$ cat src/rtl/wb_commit_stage_if.sv
// MEM-to-WB bundle: MEM-stage results and flush in, register bank write port and
// forwarding/error status out. The slave modport is the commit stage's view.
interface wb_commit_stage_if;
  logic        mem_valid;
  logic        mem_reg_wen;
  logic [4:0]  mem_rd;
  logic [1:0]  mem_wb_sel;
  logic [2:0]  mem_funct3;
  logic [31:0] mem_alu_result;
  logic [31:0] mem_pc_plus4;
  logic [31:0] mem_load_word;
  logic        flush;
  logic        regWEn;
  logic [4:0]  addr_D;
  logic [31:0] data_D;
  logic        fwd_valid;
  logic        misalign_err;

  modport master (
    output mem_valid, mem_reg_wen, mem_rd, mem_wb_sel, mem_funct3,
           mem_alu_result, mem_pc_plus4, mem_load_word, flush,
    input  regWEn, addr_D, data_D, fwd_valid, misalign_err
  );

  modport slave (
    input  mem_valid, mem_reg_wen, mem_rd, mem_wb_sel, mem_funct3,
           mem_alu_result, mem_pc_plus4, mem_load_word, flush,
    output regWEn, addr_D, data_D, fwd_valid, misalign_err
  );
endinterface

$ cat src/rtl/wb_commit_stage.sv
// MEM/WB register and register-bank write driver with load alignment and x0/misalign squash.
// Optional retire counter enabled by defining WB_RETIRE_CNT_EN.
module wb_commit_stage #(
  parameter int XLEN     = 32,
  parameter int RETIRE_W = 32
) (
  input  logic               clock,
  input  logic               rst_n,
  wb_commit_stage_if.slave   bus
`ifdef WB_RETIRE_CNT_EN
  ,
  output logic [RETIRE_W-1:0] retire_count
`endif
);

  if (XLEN != 32 || RETIRE_W < 1) begin : g_unsupported_cfg
    $error("wb_commit_stage: only XLEN=32 and RETIRE_W>=1 are supported");
  end

  localparam logic [1:0] SEL_LOAD = 2'b01;
  localparam logic [1:0] SEL_PC4  = 2'b10;

  logic [1:0]      addr_lo;
  logic [7:0]      load_byte;
  logic [15:0]     load_half;
  logic [XLEN-1:0] load_val;
  logic            misaligned_d;
  logic            capture_d;
  logic            regwen_d;
  logic [XLEN-1:0] data_d;
  logic            misalign_err_d;

  logic            regwen_q;
  logic [4:0]      addr_q;
  logic [XLEN-1:0] data_q;
  logic            misalign_err_q;

  always_comb begin
    addr_lo   = bus.mem_alu_result[1:0];
    load_byte = 8'(bus.mem_load_word >> {addr_lo, 3'b000});
    load_half = addr_lo[1] ? bus.mem_load_word[31:16] : bus.mem_load_word[15:0];

    case (bus.mem_funct3)
      3'b000:  load_val = {{24{load_byte[7]}}, load_byte};
      3'b100:  load_val = {24'd0, load_byte};
      3'b001:  load_val = {{16{load_half[15]}}, load_half};
      3'b101:  load_val = {16'd0, load_half};
      default: load_val = bus.mem_load_word;
    endcase

    misaligned_d = 1'b0;
    if (bus.mem_wb_sel == SEL_LOAD) begin
      case (bus.mem_funct3)
        3'b001, 3'b101: misaligned_d = addr_lo[0];
        3'b010:         misaligned_d = (addr_lo != 2'b00);
        default:        misaligned_d = 1'b0;
      endcase
    end

    // Reserved select 11 falls through to the ALU result.
    case (bus.mem_wb_sel)
      SEL_LOAD: data_d = load_val;
      SEL_PC4:  data_d = bus.mem_pc_plus4;
      default:  data_d = bus.mem_alu_result;
    endcase

    capture_d      = bus.mem_valid & ~bus.flush;
    regwen_d       = capture_d & bus.mem_reg_wen & (bus.mem_rd != 5'd0) & ~misaligned_d;
    misalign_err_d = capture_d & misaligned_d;
  end

  // Write enable and error are registered already-qualified so the bank sees clean flops.
  always_ff @(posedge clock or negedge rst_n) begin
    if (!rst_n) begin
      regwen_q       <= 1'b0;
      addr_q         <= 5'd0;
      data_q         <= '0;
      misalign_err_q <= 1'b0;
    end else begin
      regwen_q       <= regwen_d;
      addr_q         <= bus.mem_rd;
      data_q         <= data_d;
      misalign_err_q <= misalign_err_d;
    end
  end

  assign bus.regWEn       = regwen_q;
  assign bus.addr_D       = addr_q;
  assign bus.data_D       = data_q;
  assign bus.fwd_valid    = regwen_q;
  assign bus.misalign_err = misalign_err_q;

`ifdef WB_RETIRE_CNT_EN
  logic                wb_valid_q;
  logic                wb_misaligned_q;
  logic [RETIRE_W-1:0] retire_d;
  logic [RETIRE_W-1:0] retire_q;

  // Counts instructions as they sit in WB, including x0 and non-writing ones.
  always_comb begin
    retire_d = retire_q;
    if (wb_valid_q && !wb_misaligned_q) begin
      retire_d = retire_q + RETIRE_W'(1);
    end
  end

  always_ff @(posedge clock or negedge rst_n) begin
    if (!rst_n) begin
      wb_valid_q      <= 1'b0;
      wb_misaligned_q <= 1'b0;
      retire_q        <= '0;
    end else begin
      wb_valid_q      <= capture_d;
      wb_misaligned_q <= misaligned_d;
      retire_q        <= retire_d;
    end
  end

  assign retire_count = retire_q;
`endif

endmodule

$ cat src/flat_wrapper.sv
// flat-port wrapper written by rule: the top's interface ports become plain ports
module wb_commit_stage_flat 
#(
  parameter int XLEN     = 32,
  parameter int RETIRE_W = 32
)
  (clock, rst_n, bus_mem_valid, bus_mem_reg_wen, bus_mem_rd, bus_mem_wb_sel, bus_mem_funct3, bus_mem_alu_result, bus_mem_pc_plus4, bus_mem_load_word, bus_flush, bus_regWEn, bus_addr_D, bus_data_D, bus_fwd_valid, bus_misalign_err);
  wb_commit_stage_if bus_i ();
  input  logic clock;
  input  logic rst_n;
  input wire logic [$bits(bus_i.mem_valid)-1:0] bus_mem_valid;
  input wire logic [$bits(bus_i.mem_reg_wen)-1:0] bus_mem_reg_wen;
  input wire logic [$bits(bus_i.mem_rd)-1:0] bus_mem_rd;
  input wire logic [$bits(bus_i.mem_wb_sel)-1:0] bus_mem_wb_sel;
  input wire logic [$bits(bus_i.mem_funct3)-1:0] bus_mem_funct3;
  input wire logic [$bits(bus_i.mem_alu_result)-1:0] bus_mem_alu_result;
  input wire logic [$bits(bus_i.mem_pc_plus4)-1:0] bus_mem_pc_plus4;
  input wire logic [$bits(bus_i.mem_load_word)-1:0] bus_mem_load_word;
  input wire logic [$bits(bus_i.flush)-1:0] bus_flush;
  output wire logic [$bits(bus_i.regWEn)-1:0] bus_regWEn;
  output wire logic [$bits(bus_i.addr_D)-1:0] bus_addr_D;
  output wire logic [$bits(bus_i.data_D)-1:0] bus_data_D;
  output wire logic [$bits(bus_i.fwd_valid)-1:0] bus_fwd_valid;
  output wire logic [$bits(bus_i.misalign_err)-1:0] bus_misalign_err;
  assign bus_i.mem_valid = bus_mem_valid;
  assign bus_i.mem_reg_wen = bus_mem_reg_wen;
  assign bus_i.mem_rd = bus_mem_rd;
  assign bus_i.mem_wb_sel = bus_mem_wb_sel;
  assign bus_i.mem_funct3 = bus_mem_funct3;
  assign bus_i.mem_alu_result = bus_mem_alu_result;
  assign bus_i.mem_pc_plus4 = bus_mem_pc_plus4;
  assign bus_i.mem_load_word = bus_mem_load_word;
  assign bus_i.flush = bus_flush;
  assign bus_regWEn = bus_i.regWEn;
  assign bus_addr_D = bus_i.addr_D;
  assign bus_data_D = bus_i.data_D;
  assign bus_fwd_valid = bus_i.fwd_valid;
  assign bus_misalign_err = bus_i.misalign_err;
  wb_commit_stage #(.XLEN(XLEN), .RETIRE_W(RETIRE_W)) u_core (.clock(clock), .rst_n(rst_n), .bus(bus_i));
endmodule
$ cat config.mk
export PLATFORM = sky130hd
export DESIGN_NAME = wb_commit_stage_flat
export DESIGN_NICKNAME = d
export VERILOG_FILES = /design/src/rtl/wb_commit_stage_if.sv /design/src/rtl/wb_commit_stage.sv /design/src/flat_wrapper.sv
export SDC_FILE = /design/constraint.sdc
export NUM_CORES = 1
export LEC_CHECK = 0
export BUFFER_PORTS_ARGS = -buffer_cell sky130_fd_sc_hd__buf_2
export CAP_MARGIN = 5
export CORE_MARGIN = 3
export CORE_UTILIZATION = 42
export DETAILED_ROUTE_END_ITERATION = 10
export PLACE_DENSITY = 0.81
export SYNTH_ARGS = -nofsm -noshare
export SYNTH_HDL_FRONTEND = slang
export SYNTH_SLANG_ARGS = --single-unit
$ cat constraint.sdc
create_clock -name clock -period 0.8 [get_ports clock]
set_input_delay 0.16 -clock clock [delete_from_list [all_inputs] [get_ports clock]]
set_output_delay 0.16 -clock clock [all_outputs]
set_load 0.01 [all_outputs]
## Word level (Yosys, flattened, before mapping)

Index checks and enable logic that the tools add are counted.
W data, S select, Z words.

| word-level totals | value |
|---|---|
| input bits | 111 |
| bits in registers | 39 |
| word-level logic and storage cells | 27 |

| cells by class | value |
|---|---|
| equality and inequality tests | 6 |
| shift-type cells | 1 |
| reductions and logical operators | 4 |
| bitwise operators | 7 |
| multiplexer cells | 5 |

Operators with widths:

| cell | number |
|---|---|
| $pmux W32 S4 | 1 |
| $pmux W32 S2 | 1 |
| $shr A32 B5 Y8 | 1 |
| $mux W16 | 1 |
| $eq A3 B3 Y1 const B | 2 |
| $and A1 B1 Y1 | 5 |
| $reduce_bool A5 Y1 | 1 |
| $eq A3 B1 Y1 const B | 1 |
| $eq A3 B2 Y1 const B | 1 |
| $logic_not A3 Y1 | 1 |
| $eq A2 B1 Y1 const B | 1 |
| $eq A2 B2 Y1 const B | 1 |
| $not A1 Y1 | 2 |
| $pmux W1 S2 | 1 |
| $reduce_bool A2 Y1 | 1 |
| $reduce_or A2 Y1 | 1 |
| $mux W1 | 1 |

## Depth between registers and ports, before layout

Gate-level depths: netlist (run 1).

| logic depth | value |
|---|---|
| depth in word-level cells | 6 |
| mapped depth | 8 |

## Worst setup path after synthesis (run 1)

Ideal clock, no wire load.

| timing | value |
|---|---|
| path kind | input to register |
| start | input bus_mem_wb_sel[0] |
| end | register u_core.data_q[16] (netlist: u_core.bus.data_D[16]) |
| setup time | 87 ps |
| slack | -792 ps |
| stages | 8 |
| data arrival time | 1,505 ps |
| path through | inv_1 > ha_1 > clkbuf_1 > nor3b_1 > o21ai_2 > a211o_2 > buf_4 > o211ai_1 |

| on the way | value |
|---|---|
| cells in the longest elaborated chain, start to end | 2 |
| elaborated cells on any way between the ends | 3 |
| classes of those cells | 2 x eq/ne; 1 x mux |

RTL lines:

| element | RTL line | RTL |
|---|---|---|
| start, declared | flat_wrapper.sv:14 | `input wire logic [$bits(bus_i.mem_wb_sel)-1:0] bus_mem_wb_sel;` |
| $eq A2 B2 Y1 or $eq A2 B1 Y1 (tied branches) | wb_commit_stage.sv:61 | `case (bus.mem_wb_sel)` |
| $pmux W32 S2 (*) | wb_commit_stage.sv:61 |  |
| via u_core.data_d[16] | wb_commit_stage.sv:30 | `logic [XLEN-1:0] data_d;` |
| end signal, assigned | wb_commit_stage.sv:82 | `data_q <= data_d;` |
| end, declared | wb_commit_stage.sv:35 | `logic [XLEN-1:0] data_q;` |

The timed path passes the listed nets; every way through them passes the cells marked *.

## Worst setup path in the final report (run 1)

| timing | value |
|---|---|
| start | input bus_mem_load_word[7] |
| end | register u_core.data_q[8] (netlist: u_core.bus.data_D[8]) |

| on the way | value |
|---|---|
| cells in the longest elaborated chain, start to end | 3 |

RTL lines:

| element | RTL line | RTL |
|---|---|---|
| start, declared | flat_wrapper.sv:18 | `input wire logic [$bits(bus_i.mem_load_word)-1:0] bus_mem_load_word;` |
| $shr A32 B5 Y8 | wb_commit_stage.sv:40 | `load_byte = 8'(bus.mem_load_word >> {addr_lo, 3'b000});` |
| $pmux W32 S4 | wb_commit_stage.sv:43 | `case (bus.mem_funct3)` |
| $pmux W32 S2 | wb_commit_stage.sv:61 |  |
| via u_core.data_d[8] | wb_commit_stage.sv:30 |  |

The timed path passes the listed nets, and every way through them passes these cells.

==> results.cfg, run 1 <==
[critical_path]
setup.worst_path.end_class = flop
start_kind = input pin
critical_path_class = in -> reg
critPathRequiredTime_ns = 0.97
crit_chain = buf_2, mux4_2, nor2b_4, o311ai_4, buf_6, o31ai_2
cp_max_fo = 6
cpMaxStageDelayCell = mux4_2
critPathMaxStageDelay_ns = 0.53
arrival_ns = 1.44

[clock_tree]
htreeDepth = 2
cts_tree = built
numCtsBuffers = 5
clock-sinks = 39
cts_buffer_depth = 2
cts-root-buf = clkbuf_8
path_clk_slew_ns = 0.09

[logic_synthesis]
synth_top_cell_area_share_pct = 43.5
ys_seq_area_share_pct = 43.5
avgSynthCellArea_um2 = 9.88
yosys-top-cells-count = dfrtp_1 (39), a22oi_1 (31), nand2_1 (18)
synth_top_cell_by_area = dfrtp_1
synth.most_common_cell = dfrtp_1
synth-seq-cells = 39
ys_warn_count = 0
synth_edf_count = 0
yosysUniqueCellTypes = 34
synthCells = 227
synthFlopType = dfrtp_1
synth_area_leaders = dfrtp_1 (44%), a22oi_1 (10%), o211ai_1 (5.4%)
synthArstFlopShare_pct = 100
syn_nets = 340
mappedNetlistArea_um2 = 2240

[floorplan]
die-area_um2 = 6250
row_count = 25
die_w_um = 79.1
io_pins = 151
die_h_um = 79.1
start_util_pct = 45.4
core_um2 = 4940

[global_route]
overflow = 0
track_usage_pct = 29.4
grt_pass1_wl_mm = 14.1
grt_max_degree = 40
antenna_found_initial = 2
grt_pass1_vias = 2829

[finish]
fin_cells = 494
layout-drive-gt1-share_pct = 57.6
nets = 537
area_delta_synth_final_pct = 76.9
fin_area_um2 = 3970

[routing]
vias = 2887
drc = 0
detail_route.vias_per_cell = 5.84
first_pass_iters = 5
ant_nets = 0
first_iter_violations = 196
avgRoutedWirePerCell_um = 20.3
routed_wl_mm = 10.1

[placed_design]
port_buffers = 150
dpl.hpwl_mm = 6.32
gp_congestion = 0.835
placed_area_um2 = 3390
pre_cts_ws_ns = -0.793
placed_cells = 469

[sta]
rsz0062_at_grt = true
fin_crit_sh_pct = 159
worst_slack_ns = -0.469
relSlewSlack_pct = 76.8
layout_min_cycle_time_ns = 1.27
worst_pin_slew_ns = 0.339
drv_slew = 0
clock.fmax_mhz = 788
setup_viol = 74
finalHoldViolCount = 0

[run_status]
violations = negative setup slack
status = finished, violations left

[power_and_ir_drop]
leakagePower_uw = 0.00196
p_total_uw = 6010
irDropWorstVdd_v = 0.000866
p_per_area_nw_per_um2 = 1510

[hold_path]
worstHoldPathType = in -> reg

[run]
max_cap_viol_count = 0
==> cells by family after synthesis <==
group / synth area share, %
AO/OA/AOI/OAI: 32.9
AND/OR/NAND/NOR: 12.0
flip-flops: 43.5
buffers and inverters: 5.47
multiplexers: 5.02
adder cells (fa/ha/maj): 1.12
==> worst paths after layout <==
| path | slack (ns) | end | depth (start not counted) | startpoint |
|---|---|---|---|---|
| max in group asynchronous | 0.25 | u_core.bus.data_D[6] | 3 | rst_n |
| min in group asynchronous | 0.35 | u_core.bus.data_D[7] | 3 | rst_n |
| setup / recovery | -0.47 | u_core.bus.data_D[8] | 6 | bus_mem_load_word[7] |
| hold / removal | 0.05 | u_core.bus.addr_D[4] | 2 | bus_mem_rd[4] |
==> sequential cells by signal (all words and copies together) (netlist names) <==
name,cells
u_core.bus.addr_D,5
u_core.bus.data_D,32
u_core.bus.fwd_valid,1
u_core.bus.misalign_err,1
==> where the power goes <==
part	switching [µW]	internal, µW	leakage [µW]	total, µW
clock network	765	1010	0.0000612	1780
registers	67.1	2170	0.000485	2240
logic	980	1020	0.00141	2000
total	1810	4200	0.00196	6010
==> layout by cell type, fill, tap and decap left out, drive strengths merged <==
master,count
ha,2
buf,205
nor3,1
clkinv,1
a211o,2
a22oi,31
mux2i,9
inv,6
o22ai,7
diode,2
nand2b,3
mux4,1
nand2,18
o22a,6
nor3b,1
o211ai,16
a221o,9
bufinv,1
dfrtp,39
o31ai,6
nor2,11
a211oi,1
dlygate4sd3,5
and2,1
nor4b,1
nor2b,16
o2111a,1
or4,1
a21oi,3
clkbuf,7
o311ai,1
o21ai,12
o211a,1
==> through the flow <==
step,hold WS (ns),utilization (%),TNS [ns]
5_1_grt,0.0492,80.3,-20.35
3_3_place_gp,0.139,68.6,-22.13
2_1_floorplan,-0.136,-,-17.64
3_5_place_dp,0.147,68.6,-23.45
4_1_cts,0.0502,77.8,-18.01
6_report,0.0477,80.3,-18.51
==> worst max-delay path, delay by kind of cell <==
| kind | cells | cell delay (ns) |
|---|---|---|
| AOI/OAI and AO/OA | 2 | 0.30 |
| and+or+nand+nor | 1 | 0.17 |
| buffers and inverters | 2 | 0.28 |
| muxes | 1 | 0.53 |
==> routing by layer <==
metal  vias up  GRT usage (%)  share of wire (%)
met4         0           16.7                5.4
met3        50           5.44                 10
li1       1260              -                  -
met5         -              0                  0
met2       233           47.6                 47
met1      1344           36.6                 37
==> repair_timing <==
item	in CTS	in global routing
buffers inserted	6	6
hold endpoints to repair	43	0
hold buffers	5	0
pin swaps	28	15
gates cloned	3	0
setup endpoints to repair	73	74
gates resized for setup	47	29
==> area by class of cell <==
cell class              count  area, µm²
repair buffers            211       1450
clock inverters             2       35.0
flip-flops and latches     39        976
clock buffers               6       82.6
fillers                   311        973
inverters                   6       27.5
well taps                  67       83.8
multi-input cells         161       1310
diodes                      2       5.00
Power figures use the tool's default switching activity.
==> inputs of run 2 (changes only) <==
Settings changed: CELL_PAD_IN_SITES_DETAIL_PLACEMENT from default to 1, CELL_PAD_IN_SITES_GLOBAL_PLACEMENT from default to 1, CORE_UTILIZATION 42 to 29, PLACE_DENSITY 0.81 to default, PLACE_DENSITY_LB_ADDON from default to 0.1.
==> results.cfg, run 2 (synthesis gave the netlist of run 1 again) <==
[run_status]
status = finished, violations left
violations = negative setup slack

[floorplan]
die_h_um = 94.0
die_w_um = 94.0
start_util_pct = 30.4
core_um2 = 7370
io_pins = 151
die-area_um2 = 8830
row_count = 31

[routing]
detail_route.vias_per_cell = 4.99
routed-wl-met2_mm = 4.93
m1WireLength_mm = 3.92
first_pass_iters = 4
avgRoutedWirePerCell_um = 18.1
routed_wl_mm = 9.60
drc = 0
vias = 2639
dr.max_layer_used = met4
first_iter_violations = 50
ant_nets = 0
dr_wl_met3_um = 552

[finish]
num_antenna_cells = 0
area_delta_synth_final_pct = 78.6
fin_cells = 529
fin_area_um2 = 4010
layout-drive-gt1-share_pct = 58.8
post-route-util_pct = 54.4
final_common_cell = buf_2
final_cell_mix = buf_2 (139), buf_4 (43), dfrtp_1 (39)
nets = 542
largest_reg_flops = 32

[global_route]
grt_max_degree = 40
track_usage_pct = 21.4
overflow = 0
grt_pass1_vias = 2952
grt_pass1_wl_mm = 14.7
antenna_found_initial = 0

[power_and_ir_drop]
p_int_uw = 4190
power.switching_uw = 1710
leakagePower_uw = 0.00198
switching_share_pct = 29.0
pwr-share-seq_pct = 37.8
irDropWorstVdd_v = 0.000937
p_total_uw = 5900
p_comb_share_pct = 32.9
clockPowerShare_pct = 29.3
p_per_area_nw_per_um2 = 1470

[critical_path]
cpMaxStageDelayCell = mux4_2
critPathMaxStageDelay_ns = 0.49
cp_max_fo = 6
crit_chain = buf_2, mux4_2, nor2b_4, o311ai_4, buf_6, o31ai_1
critical_path_class = in -> reg
critPathRequiredTime_ns = 0.97
start_kind = input pin
arrival_ns = 1.39
setup.worst_path.end_class = flop

[sta]
fin_crit_sh_pct = 153
relSlewSlack_pct = 74.9
clock.fmax_mhz = 817
rsz0062_at_grt = true
drv_slew = 0
finalHoldViolCount = 0
setup_viol = 74
worst_slack_ns = -0.424
worst_pin_slew_ns = 0.374
layout_min_cycle_time_ns = 1.22

[clock_tree]
htreeDepth = 2
path_clk_slew_ns = 0.08
clock-sinks = 39
cts-root-buf = clkbuf_8
numCtsBuffers = 5
cts_tree = built
cts_buffer_depth = 2

[placed_design]
placed_area_um2 = 3410
placed_cells = 496
port_buffers = 150
gp_congestion = 0.794
dpl.hpwl_mm = 7.03

[hold_path]
worstHoldPathType = in -> reg

[run]
max_cap_viol_count = 0
## run 2: cell count changes in the layout (fill, tap and decap cells not counted), moves of 3 or more
cell	before	now
buf_2	136	139
o21ai_2	1	4
o21ai_1	9	6
buf_6	17	21
## run 2: routing by layer
metal | track usage, % | up-vias
li1 | - | 1268
met1 | 26.8 | 1258
met2 | 37.1 | 99
met3 | 3.77 | 14
met4 | 6.86 | 0
met5 | 0 | -
## run 2: area by class of cell
| type | instances | area, µm² |
|---|---|---|
| Tap cell | 99 | 124 |
| Clock inverter | 2 | 35.0 |
| Fill cell | 898 | 3360 |
| Inverter | 6 | 27.5 |
| Clock buffer | 6 | 82.6 |
| Multi-Input combinational cell | 161 | 1310 |
| Sequential cell | 39 | 976 |
| Timing Repair Buffer | 216 | 1450 |
## run 2: final timing paths
| check | cells past startpoint | from | end | slack [ns] |
|---|---|---|---|---|
| min in group asynchronous | 3 | rst_n | u_core.bus.addr_D[3] | 0.39 |
| min | 2 | bus_mem_rd[4] | u_core.bus.addr_D[4] | 0.09 |
| max | 6 | bus_mem_load_word[7] | u_core.bus.data_D[10] | -0.42 |
| max in group asynchronous | 3 | rst_n | u_core.bus.data_D[28] | 0.21 |
## run 2: power by group through the flow
stage          sequential (µW)  clock, µW  combinational (µW)
2_1_floorplan             2380          0                 624
3_3_place_gp              2260          0                1600
3_5_place_dp              2260          0                1630
4_1_cts                   2230       1790                1860
5_1_grt                   2250       1870                2110
6_report                  2230       1730                1940
## run 2: critical path, delay by kind of cell
family / cells / cell delay [ns]
buffers and inverters: 2 / 0.28
and+or+nand+nor: 1 / 0.17
AOI/OAI and AO/OA: 2 / 0.29
muxes: 1 / 0.49
## run 2: stage by stage
stage	setup slack, ns	TNS, ns	hold slack, ns
finish	-0.424	-17.03	0.0857
global route	-0.433	-19.31	0.0842
CTS	-0.454	-18.62	0.0663
detailed placement	-0.795	-22.56	0.153
global placement	-0.768	-21.53	0.148
floorplan	-0.649	-17.64	-0.136
## run 2: what timing repair did
item | CTS | global route
setup buffers | 17 | 7
hold buffers | 5 | 0
setup endpoints to repair | 74 | 74
endpoints found under the hold margin | 43 | 0
gates cloned | 1 | 0
gates resized for setup | 54 | 20
pin swaps | 31 | 17
